## src/rtl/led_fade_sequencer.sv

```systemverilog
// RGB duty sequencer on the picosoc iomem bus: ramps the pwm duties one LSB per
// prescaler tick toward a firmware target, optionally breathing between target and zero.
//
// state  | meaning
// IDLE   | duties held, prescaler stopped
// RAMP   | duties stepping toward cur_goal on each prescaler tick
`timescale 1ns/1ps
module led_fade_sequencer #(
   parameter logic [31:0] BASE_ADDR   = 32'h0300_0100,
   parameter logic [15:0] DEFAULT_DIV = 16'd1000
) (
   input  logic        CLK,
   input  logic        reset,
   input  logic        iomem_valid,
   output logic        iomem_ready,
   input  logic [3:0]  iomem_wstrb,
   input  logic [31:0] iomem_addr,
   input  logic [31:0] iomem_wdata,
   output logic [31:0] iomem_rdata,
   output logic [7:0]  duty_r,
   output logic [7:0]  duty_g,
   output logic [7:0]  duty_b,
   output logic        irq_done
);

   typedef enum logic {S_IDLE, S_RAMP} state_t;

   state_t      state_q, state_d;
   logic        ctrl_en_q, ctrl_loop_q;
   logic        ctrl_en_d, ctrl_loop_d;
   logic [23:0] target_q, target_d;
   logic [15:0] step_div_q, step_div_d;
   logic [15:0] presc_q, presc_d;
   logic [23:0] cur_goal_q, cur_goal_d;
   logic        goal_is_target_q, goal_is_target_d;
   logic        done_q, done_d;
   logic [23:0] duty_q, duty_d;
   logic        irq_d;

   logic        addr_hit, req, wr;
   logic        wr_ctrl, wr_target, wr_div, wr_status;
   logic [1:0]  reg_sel;
   logic [31:0] rd_mux;
   logic        tick, at_goal, loop_flip;
   logic [23:0] step_goal;
   logic        unused_bits;

   assign unused_bits = &{1'b0, iomem_addr[1:0], iomem_wdata[31:24]};

   assign addr_hit  = (iomem_addr[31:4] == BASE_ADDR[31:4]);
   assign req       = iomem_valid && !iomem_ready && addr_hit;
   assign wr        = req && (iomem_wstrb != 4'b0000);
   assign reg_sel   = iomem_addr[3:2];
   assign wr_ctrl   = wr && (reg_sel == 2'd0);
   assign wr_target = wr && (reg_sel == 2'd1);
   assign wr_div    = wr && (reg_sel == 2'd2);
   assign wr_status = wr && (reg_sel == 2'd3);

   function automatic logic [7:0] step_toward(input logic [7:0] cur, input logic [7:0] goal);
      if (cur < goal)      return cur + 8'd1;
      else if (cur > goal) return cur - 8'd1;
      else                 return cur;
   endfunction

   // Post-write register values; the FSM decides on what the write leaves behind.
   always_comb begin
      ctrl_en_d   = ctrl_en_q;
      ctrl_loop_d = ctrl_loop_q;
      target_d    = target_q;
      step_div_d  = step_div_q;
      if (wr_ctrl && iomem_wstrb[0]) begin
         ctrl_en_d   = iomem_wdata[0];
         ctrl_loop_d = iomem_wdata[1];
      end
      if (wr_target) begin
         if (iomem_wstrb[0]) target_d[7:0]   = iomem_wdata[7:0];
         if (iomem_wstrb[1]) target_d[15:8]  = iomem_wdata[15:8];
         if (iomem_wstrb[2]) target_d[23:16] = iomem_wdata[23:16];
      end
      if (wr_div) begin
         if (iomem_wstrb[0]) step_div_d[7:0]  = iomem_wdata[7:0];
         if (iomem_wstrb[1]) step_div_d[15:8] = iomem_wdata[15:8];
      end
   end

   always_comb begin
      rd_mux = 32'd0;
      case (reg_sel)
         2'd0: rd_mux = {30'd0, ctrl_loop_q, ctrl_en_q};
         2'd1: rd_mux = {8'd0, target_q};
         2'd2: rd_mux = {16'd0, step_div_q};
         2'd3: rd_mux = {duty_q, 6'd0, done_q, (state_q == S_RAMP)};
         default: rd_mux = 32'd0;
      endcase
   end

   // >= rather than == so lowering STEP_DIV below the running count cannot stall the ramp.
   assign tick      = (state_q == S_RAMP) && (presc_q >= step_div_q);
   assign at_goal   = (duty_q == cur_goal_q);
   assign loop_flip = tick && at_goal && ctrl_loop_q;
   assign step_goal = loop_flip ? (goal_is_target_q ? 24'd0 : target_q) : cur_goal_q;

   always_comb begin
      state_d          = state_q;
      presc_d          = presc_q;
      cur_goal_d       = cur_goal_q;
      goal_is_target_d = goal_is_target_q;
      duty_d           = duty_q;
      done_d           = done_q;
      irq_d            = 1'b0;
      if (wr_status) done_d = 1'b0;
      case (state_q)
         S_IDLE: begin
            if ((wr_ctrl || wr_target) && ctrl_en_d) begin
               state_d          = S_RAMP;
               presc_d          = 16'd0;
               cur_goal_d       = target_d;
               goal_is_target_d = 1'b1;
            end
         end
         S_RAMP: begin
            presc_d = tick ? 16'd0 : presc_q + 16'd1;
            if (tick) begin
               duty_d[7:0]   = step_toward(duty_q[7:0],   step_goal[7:0]);
               duty_d[15:8]  = step_toward(duty_q[15:8],  step_goal[15:8]);
               duty_d[23:16] = step_toward(duty_q[23:16], step_goal[23:16]);
            end
            if (!ctrl_en_d) begin
               state_d = S_IDLE;
            end else if (wr_target) begin
               cur_goal_d       = target_d;
               goal_is_target_d = 1'b1;
            end else if (tick && at_goal) begin
               if (ctrl_loop_q) begin
                  cur_goal_d       = step_goal;
                  goal_is_target_d = !goal_is_target_q;
               end else begin
                  state_d = S_IDLE;
                  done_d  = 1'b1;
                  irq_d   = 1'b1;
               end
            end
         end
         default: state_d = S_IDLE;
      endcase
   end

   always_ff @(posedge CLK) begin
      if (reset) begin
         state_q          <= S_IDLE;
         ctrl_en_q        <= 1'b0;
         ctrl_loop_q      <= 1'b0;
         target_q         <= 24'd0;
         step_div_q       <= DEFAULT_DIV;
         presc_q          <= 16'd0;
         cur_goal_q       <= 24'd0;
         goal_is_target_q <= 1'b1;
         done_q           <= 1'b0;
         duty_q           <= 24'd0;
         irq_done         <= 1'b0;
         iomem_ready      <= 1'b0;
         iomem_rdata      <= 32'd0;
      end else begin
         state_q          <= state_d;
         ctrl_en_q        <= ctrl_en_d;
         ctrl_loop_q      <= ctrl_loop_d;
         target_q         <= target_d;
         step_div_q       <= step_div_d;
         presc_q          <= presc_d;
         cur_goal_q       <= cur_goal_d;
         goal_is_target_q <= goal_is_target_d;
         done_q           <= done_d;
         duty_q           <= duty_d;
         irq_done         <= irq_d;
         iomem_ready      <= req;
         if (req) iomem_rdata <= rd_mux;
      end
   end

   assign duty_r = duty_q[7:0];
   assign duty_g = duty_q[15:8];
   assign duty_b = duty_q[23:16];

endmodule

```

## config.mk

```make
export PLATFORM = sky130hd
export DESIGN_NAME = led_fade_sequencer
export DESIGN_NICKNAME = d
export VERILOG_FILES = /design/src/rtl/led_fade_sequencer.sv
export SDC_FILE = /design/constraint.sdc
export NUM_CORES = 1
export LEC_CHECK = 0
export BUFFER_PORTS_ARGS = -buffer_cell sky130_fd_sc_hd__buf_2
export CORE_MARGIN = 2
export CORE_UTILIZATION = 57
export DETAILED_ROUTE_END_ITERATION = 10
export PLACE_DENSITY = 0.8
export SLEW_MARGIN = 15
export SYNTH_ARGS = -nofsm -noshare
export SYNTH_HDL_FRONTEND = slang
export SYNTH_SLANG_ARGS = --single-unit
```

## constraint.sdc

```tcl
create_clock -name CLK -period 5.7 [get_ports CLK]
set_clock_uncertainty 0.15 [all_clocks]
set_input_delay 1.14 -clock CLK [delete_from_list [all_inputs] [get_ports CLK]]
set_output_delay 1.14 -clock CLK [all_outputs]
set_load 0.03 [all_outputs]
```

* After elaboration in Yosys (flattened, before gate mapping)
Index checks and enable logic that the tools add are counted.
** Word-level totals
- Logic and storage cells :: 111
- Output and inout port bits :: 58
- Register bits :: 143
- Input port bits :: 71
** Operators by class
- Bitwise gates (word level) :: 3
- Add/sub/neg operators :: 7
- Reductions and logical operators :: 27
- Eq/ne operators :: 9
- Magnitude comparators :: 7
- Mux-type cells :: 42
** Operator list (count)
- 24-bit two-way mux :: 8
- 32-bit one-hot mux with 4 select lines :: 1
- 8-bit two-way mux :: 9
- 24-bit one-hot mux with 2 select lines :: 1
- 16-bit two-way mux :: 2
- 16-bit one-hot mux with 2 select lines :: 1
- 28-bit by 22-bit equality test with 1-bit output, second input constant :: 1
- 8-bit by 1-bit adder with 8-bit output, second input constant :: 3
- 24-bit equality test :: 1
- 8-bit > comparator :: 3
- 8-bit less-than comparator :: 3
- 8-bit by 1-bit subtractor with 8-bit output, second input constant :: 3
- 1-bit two-way mux :: 18
- 16-bit by 1-bit adder with 16-bit output, second input constant :: 1
- 16-bit >= comparator :: 1
- 1-bit logical AND :: 12
- 3-bit AND reduction :: 3
- 3-bit by 1-bit != test with 1-bit output, second input constant :: 2
- 2-bit nonzero test :: 3
- 5-bit OR reduction :: 1
- 2-bit equality test, second input constant :: 2
- 1-bit one-hot mux with 2 select lines :: 2
- 2-bit AND reduction :: 2
- 4-bit AND reduction :: 1
- other kinds (8) :: 11

* Logic depth before layout (Yosys ltp)
- Depth in word-level cells :: 11
- Mapped depth :: 23
- Mapped depth without buffers :: 22

* Worst setup path after synthesis
OpenSTA, ideal clock, no wires.
- Kind :: flip-flop to flip-flop
- Start :: register presc_q[0]
- End :: register duty_q[15]
- Data required time :: 5.480 ns
- Cell stages (with the launch flop) :: 23
- Library setup time :: 0.070 ns
- Slack :: 0.534 ns
- Clock period less this slack :: 5.166 ns
- Path buffers :: 2
- Arrival time :: 4.945 ns
- Cells stage by stage :: dfxtp_1 inv_1 ha_1 nand2b_1 a2111oi_0 or4_4 a31oi_2 nand3_2 clkbuf_1 clkbuf_1 a21oi_1 ha_1 a21o_1 a21o_1 a211o_1 ha_1 a21o_1 a211oi_1 nor2_1 o41ai_1 xor2_1 or3_1 a21oi_1
** On the way
- Longest elaborated chain between the ends :: 8
- Elaborated cells between the ends (all ways) :: 10
- Those cells by class :: order compare: 3; mux: 2; reduce/logical: 5
** RTL lines
- start: declaration :: RTL line 33 : logic [15:0] presc_q, presc_d;
- start signal: assignment :: RTL line 169 : presc_q <= presc_d;
- 16-bit >= comparator * :: RTL line 98 : assign tick = (state_q == S_RAMP) && (presc_q >= step_div_q);
- 1-bit logical AND * :: RTL line 98
- 1-bit logical AND (2 in series) :: RTL line 100 : assign loop_flip = tick && at_goal && ctrl_loop_q;
- 24-bit two-way mux :: RTL line 101 : assign step_goal = loop_flip ? (goal_is_target_q ? 24'd0 : target_q) : cur_goal_q;
- 8-bit less-than comparator or 8-bit > comparator (tied branches) :: RTL line 60, 61
- 2-bit nonzero test (no line)
- 3-bit AND reduction (no line)
- end signal: assignment :: RTL line 173 : duty_q <= duty_d;
- end: declaration :: RTL line 37 : logic [23:0] duty_q, duty_d;
Every way passes the cells marked *; elsewhere a longest branch is shown, timed or not.
A chain may end at the register's enable or synchronous reset.

* Final worst setup path
- Start :: register step_div_q[13]
- End :: register duty_q[22]
** On the way
- Longest elaborated chain between the ends :: 8
- Elaborated cells between the ends (all ways) :: 10
- Those cells by class :: order compare: 3; mux: 2; reduce/logical: 5
** RTL lines
- start: declaration :: RTL line 32 : logic [15:0] step_div_q, step_div_d;
- start signal: assignment :: RTL line 168 : step_div_q <= step_div_d;
- 16-bit >= comparator * :: RTL line 98
- 1-bit logical AND * :: RTL line 98
- 1-bit logical AND (2 in series) :: RTL line 100
- 24-bit two-way mux :: RTL line 101
- 8-bit less-than comparator or 8-bit > comparator (tied branches) :: RTL line 60, 61
- 2-bit nonzero test (no line)
- 3-bit AND reduction (no line)
Marks and branches as above.

==> summary.md <==
| Metric | Value |
|---|---|
| Largest cells by area after synthesis | `dfxtp_1, ha_1, mux2i_1` |
| Startpoint type of the worst setup path | `register` |
| XOR/XNOR Fraction of Synth Area | `4.90%` |
| Post-synth EDFFs | `0` |
| Sink Count | `143` |
| Min Clock Period, post-route | `5.49 ns` |
| Core area | `0.0138 sq mm` |
| Slew @ Worst Pin | `1.03 ns` |
| Final count of hold timing violations | `0` |
| Worst Path Buf+Inv | `4` |
| HPWL after DPL | `about 15 mm` |
| Slew Limit Headroom | `31.0%` |
| Crit Reg-Reg Startpoint | `step_div_q[13]` |
| Post-Synth Simple-Gate Area | `18.9%` |
| Placer Congestion | `0.862` |
| Worst skew pair latency | `0.43 ns` |
| CP max-delay cell | `or4_4` |
| Die Span Y | `123 microns` |
| Final Cycle Share | `a little over nine tenths` |
| I/O Buffers | `118` |
| Residual DRC | `0` |
| Avg Vias per Cell | `6.19` |
| Reg-to-Reg End | `duty_q[22]` |
| CTS H-tree lvls | `4` |
| Lkg Pwr | `0.00408 uW` |
| DIE AREA | `0.0151 sq mm` |
| Placed cell count | `~1200` |
| Register area share after synthesis | `between 30% and 40%` |
| DRT iter0 DRCs | `639` |
| Min-Delay Path Class | `register to register` |
| Setup violators final | `0` |
| DIE WIDTH | `123 microns` |
| Setup_tns | `0 ns` |
| Yosys top cell by area | `dfxtp_1` |
| Yosys warning count | `0` |
| Critical path, cell by cell | `inv_1 > ha_1 > nand4_1 > or4_4 > a31oi_4 > nand3_2 > buf_12 > nor3b_2 > a21oi_1 > ha_1 > nor2b_1 > o211ai_1 > a21oi_1 > a211o_2 > buf_4 > buf_4 > fa_1 > a21o_1 > a21oi_1 > o21bai_1 > a21oi_1 > xnor2_1 > mux2i_1 > nor2_1` |
| CP startpoint | `step_div_q[13]` |
| Final cell count without fillers | `1211` |
| Status | `complete, no violations` |
| Post-synthesis mux area share | `8.79%` |
| Syn-to-layout area delta | `18.2%` |
| Crit Path Class | `register to register` |
| IO Pins | `129` |
| Stages on the worst setup path | `24` |
| Routed vias | `7498` |
| Layout cells sized above 1 | `between 10% and 20%` |
| Syn avg cell area | `8.77 sq um` |
| DR pass1 iterations | `5` |
| CP endpoint | `duty_q[22]` |
| Row cnt | `43` |
| Final wirelength | `22.3 mm` |
| Nets | `1151` |
| CTS tree | `yes` |
| Asr flop ratio synth | `0%` |
| Largest stage delay on the critical path | `0.63 ns` |
| CP Data Arrival Time | `5.63 ns` |
| R2r worst-path depth | `24` |
| Final slew viol count | `0` |
| Main flop type after synthesis | `dfxtp_1` |
| Synth Area in Compound Gates | `17.3%` |
| R2R Setup Slk | `around 0.2 ns` |
| Crit Path Max Fanout | `49` |
| Synth top area share | `35.6%` |
| First-pass GRT wire length | `34.5 mm` |
| Pwr Total | `2340 uW` |
| Hold_buf cts | `0` |
| Max clock buf depth | `2` |
| Starting Density | `58.2%` |
| Vias in the first global route | `~7000` |
| Largest net degree at the start of global routing | `74` |
| Synth Area in Adders | `under 10%` |
| GRT Total Usage | `between 20% and 30%` |
| Largest family of logic cells by synthesized area | `simple AND/OR/NAND/NOR gates` |
| Antenna Nets Post-Route | `0` |
| Worst Setup End Kind | `register` |
| Inserted Clock Buffers | `17` |
| Post-synth cell types | `between 60 and 70` |
| Mapped cell area | `0.00804 sq mm` |
| Mapped Nets | `1050` |
| #FFs+latches synth | `143` |
| Diodes inserted | `0` |
| Worst EP required | `5.83 ns` |
| Min-delay src | `iomem_rdata[25]` |
| WL/cell | `18.4 microns` |
| Max Fclk | `0.182 GHz` |
| Hold Crit Depth | `2` |
| Clock slew at reported path FFs | `0.05 ns` |
| Crit path max-delay family | `compound AO/OA/AOI/OAI gates` |
| PD cells | `246 mW/mm^2` |
| Root Driver | `clkbuf_16` |
| Crit path top cell by count | `a21oi_1` |
| Initial antenna violation count | `0` |
| Worst vdd ir | `0.207 mV` |
| Synthesized instance count | `roughly 920` |
| Total global routing overflow | `0` |
| Maxcap violations | `0` |
area by class of cell:
type / count / area, sq um
multi-input cells: 689 / 4870
fillers: 1099 / 4320
flip-flops and latches: 143 / 2860
repair buffers: 139 / 763
clock buffers: 22 / 474
well taps: 180 / 225
clock inverters: 10 / 206
inverters: 28 / 105
through the flow:
| step | util (%) | cell area, sq um | worst slack [ns] | hold slack (ns) |
|---|---|---|---|---|
| global route | 68.7 | 9500 | -0.0851 | 0.313 |
| finish | 68.7 | 9500 | 0.206 | 0.297 |
| detailed placement | 63.3 | 8750 | 0.141 | 0.292 |
| global placement | 63.3 | 8750 | 0.252 | 0.286 |
| floorplan | - | 8040 | 0.534 | 0.303 |
| CTS | 68.2 | 9430 | 0.0560 | 0.300 |
worst reg2reg max path: cells and delay by family (launching register included):
kind                     cells  cell delay (ns)
XOR/XNOR                     1             0.09
adder cells (fa/ha/maj)      3             1.02
AO/OA/AOI/OAI                9             1.69
AND/OR/NAND/NOR              6             1.38
flip-flops                   1             0.32
multiplexers                 1             0.13
buffers and inverters        4             0.57
routing by layer:
metal / routed length, microns / global-route usage, %
met4: 584 / 12.9
met2: 11000 / 49.0
met1: 9320 / 37.5
met5: 0 / 0
met3: 1390 / 5.99
cell usage in the layout, fill, tap and decap left out, types with 10 or more instances in the layout:
| cell | synthesis | final |
|---|---|---|
| nand2_1 | 55 | 55 |
| clkbuf_16 | 0 | 17 |
| a221oi_1 | 14 | 14 |
| nor3b_1 | 21 | 20 |
| a21oi_1 | 73 | 73 |
| o211ai_1 | 10 | 10 |
| a221o_1 | 24 | 24 |
| nor2_1 | 124 | 123 |
| ha_1 | 59 | 59 |
| a21o_1 | 13 | 13 |
| mux2i_1 | 56 | 56 |
| nand4_1 | 13 | 13 |
| buf_4 | 4 | 21 |
| inv_1 | 28 | 28 |
| nor3_1 | 21 | 20 |
| a311oi_1 | 14 | 14 |
| nand3_1 | 28 | 28 |
| nor4_1 | 10 | 10 |
| o21ai_0 | 22 | 22 |
| xor2_1 | 22 | 22 |
| buf_2 | 8 | 117 |
| dfxtp_1 | 143 | 143 |
| xnor2_1 | 23 | 23 |
cell usage after synthesis (3+ instances only):
| library cell | n |
|---|---|
| a211oi_1 | 5 |
| nor3_1 | 21 |
| clkbuf_1 | 39 |
| nor2b_1 | 4 |
| xnor2_1 | 23 |
| mux2_2 | 9 |
| a41oi_1 | 3 |
| buf_2 | 8 |
| o21bai_1 | 3 |
| nand2_1 | 55 |
| buf_4 | 4 |
| nor3b_1 | 21 |
| a21oi_1 | 73 |
| a221o_1 | 24 |
| a21o_1 | 13 |
| fa_1 | 3 |
| and3_1 | 7 |
| nor4_1 | 10 |
| nand2b_1 | 9 |
| buf_6 | 3 |
| mux2i_1 | 56 |
| a211o_1 | 6 |
| nor2_1 | 124 |
| ha_1 | 59 |
| or3_1 | 3 |
| o41ai_1 | 3 |
| xor2_1 | 22 |
| a221oi_1 | 14 |
| a311oi_1 | 14 |
| dfxtp_1 | 143 |
| o211ai_1 | 10 |
| o21ai_0 | 22 |
| inv_1 | 28 |
| nand3_1 | 28 |
| nand4_1 | 13 |
where the power goes:
part           switching, uW  internal (uW)
sequential       0.000000409           1000
combinational           41.7           21.1
clock                    426            854
cells by family (layout without fill, tap and decap cells):
family                   after synthesis  count (layout)
XOR/XNOR                              45              45
adder cells (fa/ha/maj)               62              62
AND/OR/NAND/NOR                      313             313
AO/OA/AOI/OAI                        202             202
flip-flops                           143             143
buffers and inverters                 85             199
multiplexers                          67              67
repair_timing:
action / CTS / global route
resized for setup: 0 / 10
hold endpoints to repair: 0 / 0
endpoints found under the setup margin: 0 / 3
buffers inserted: 0 / 3
how the worst min path moves through the flow:
stage	to
floorplan	presc_q[15]
global placement	iomem_rdata[30]
detailed placement	iomem_rdata[25]
CTS	iomem_rdata[25]
global route	iomem_rdata[31]
finish	iomem_rdata[25]
sequential cells by signal (all words and copies together) (netlist names):
name	cells
goal_is_target_q	1
target_q	24
iomem_rdata	32
ctrl_en_q	1
ctrl_loop_q	1
duty_q	24
step_div_q	16
done_q	1
presc_q	16
cur_goal_q	24
irq_done	1
iomem_ready	1
state_q	1
No activity file was read; power rests on OpenSTA's default activity.
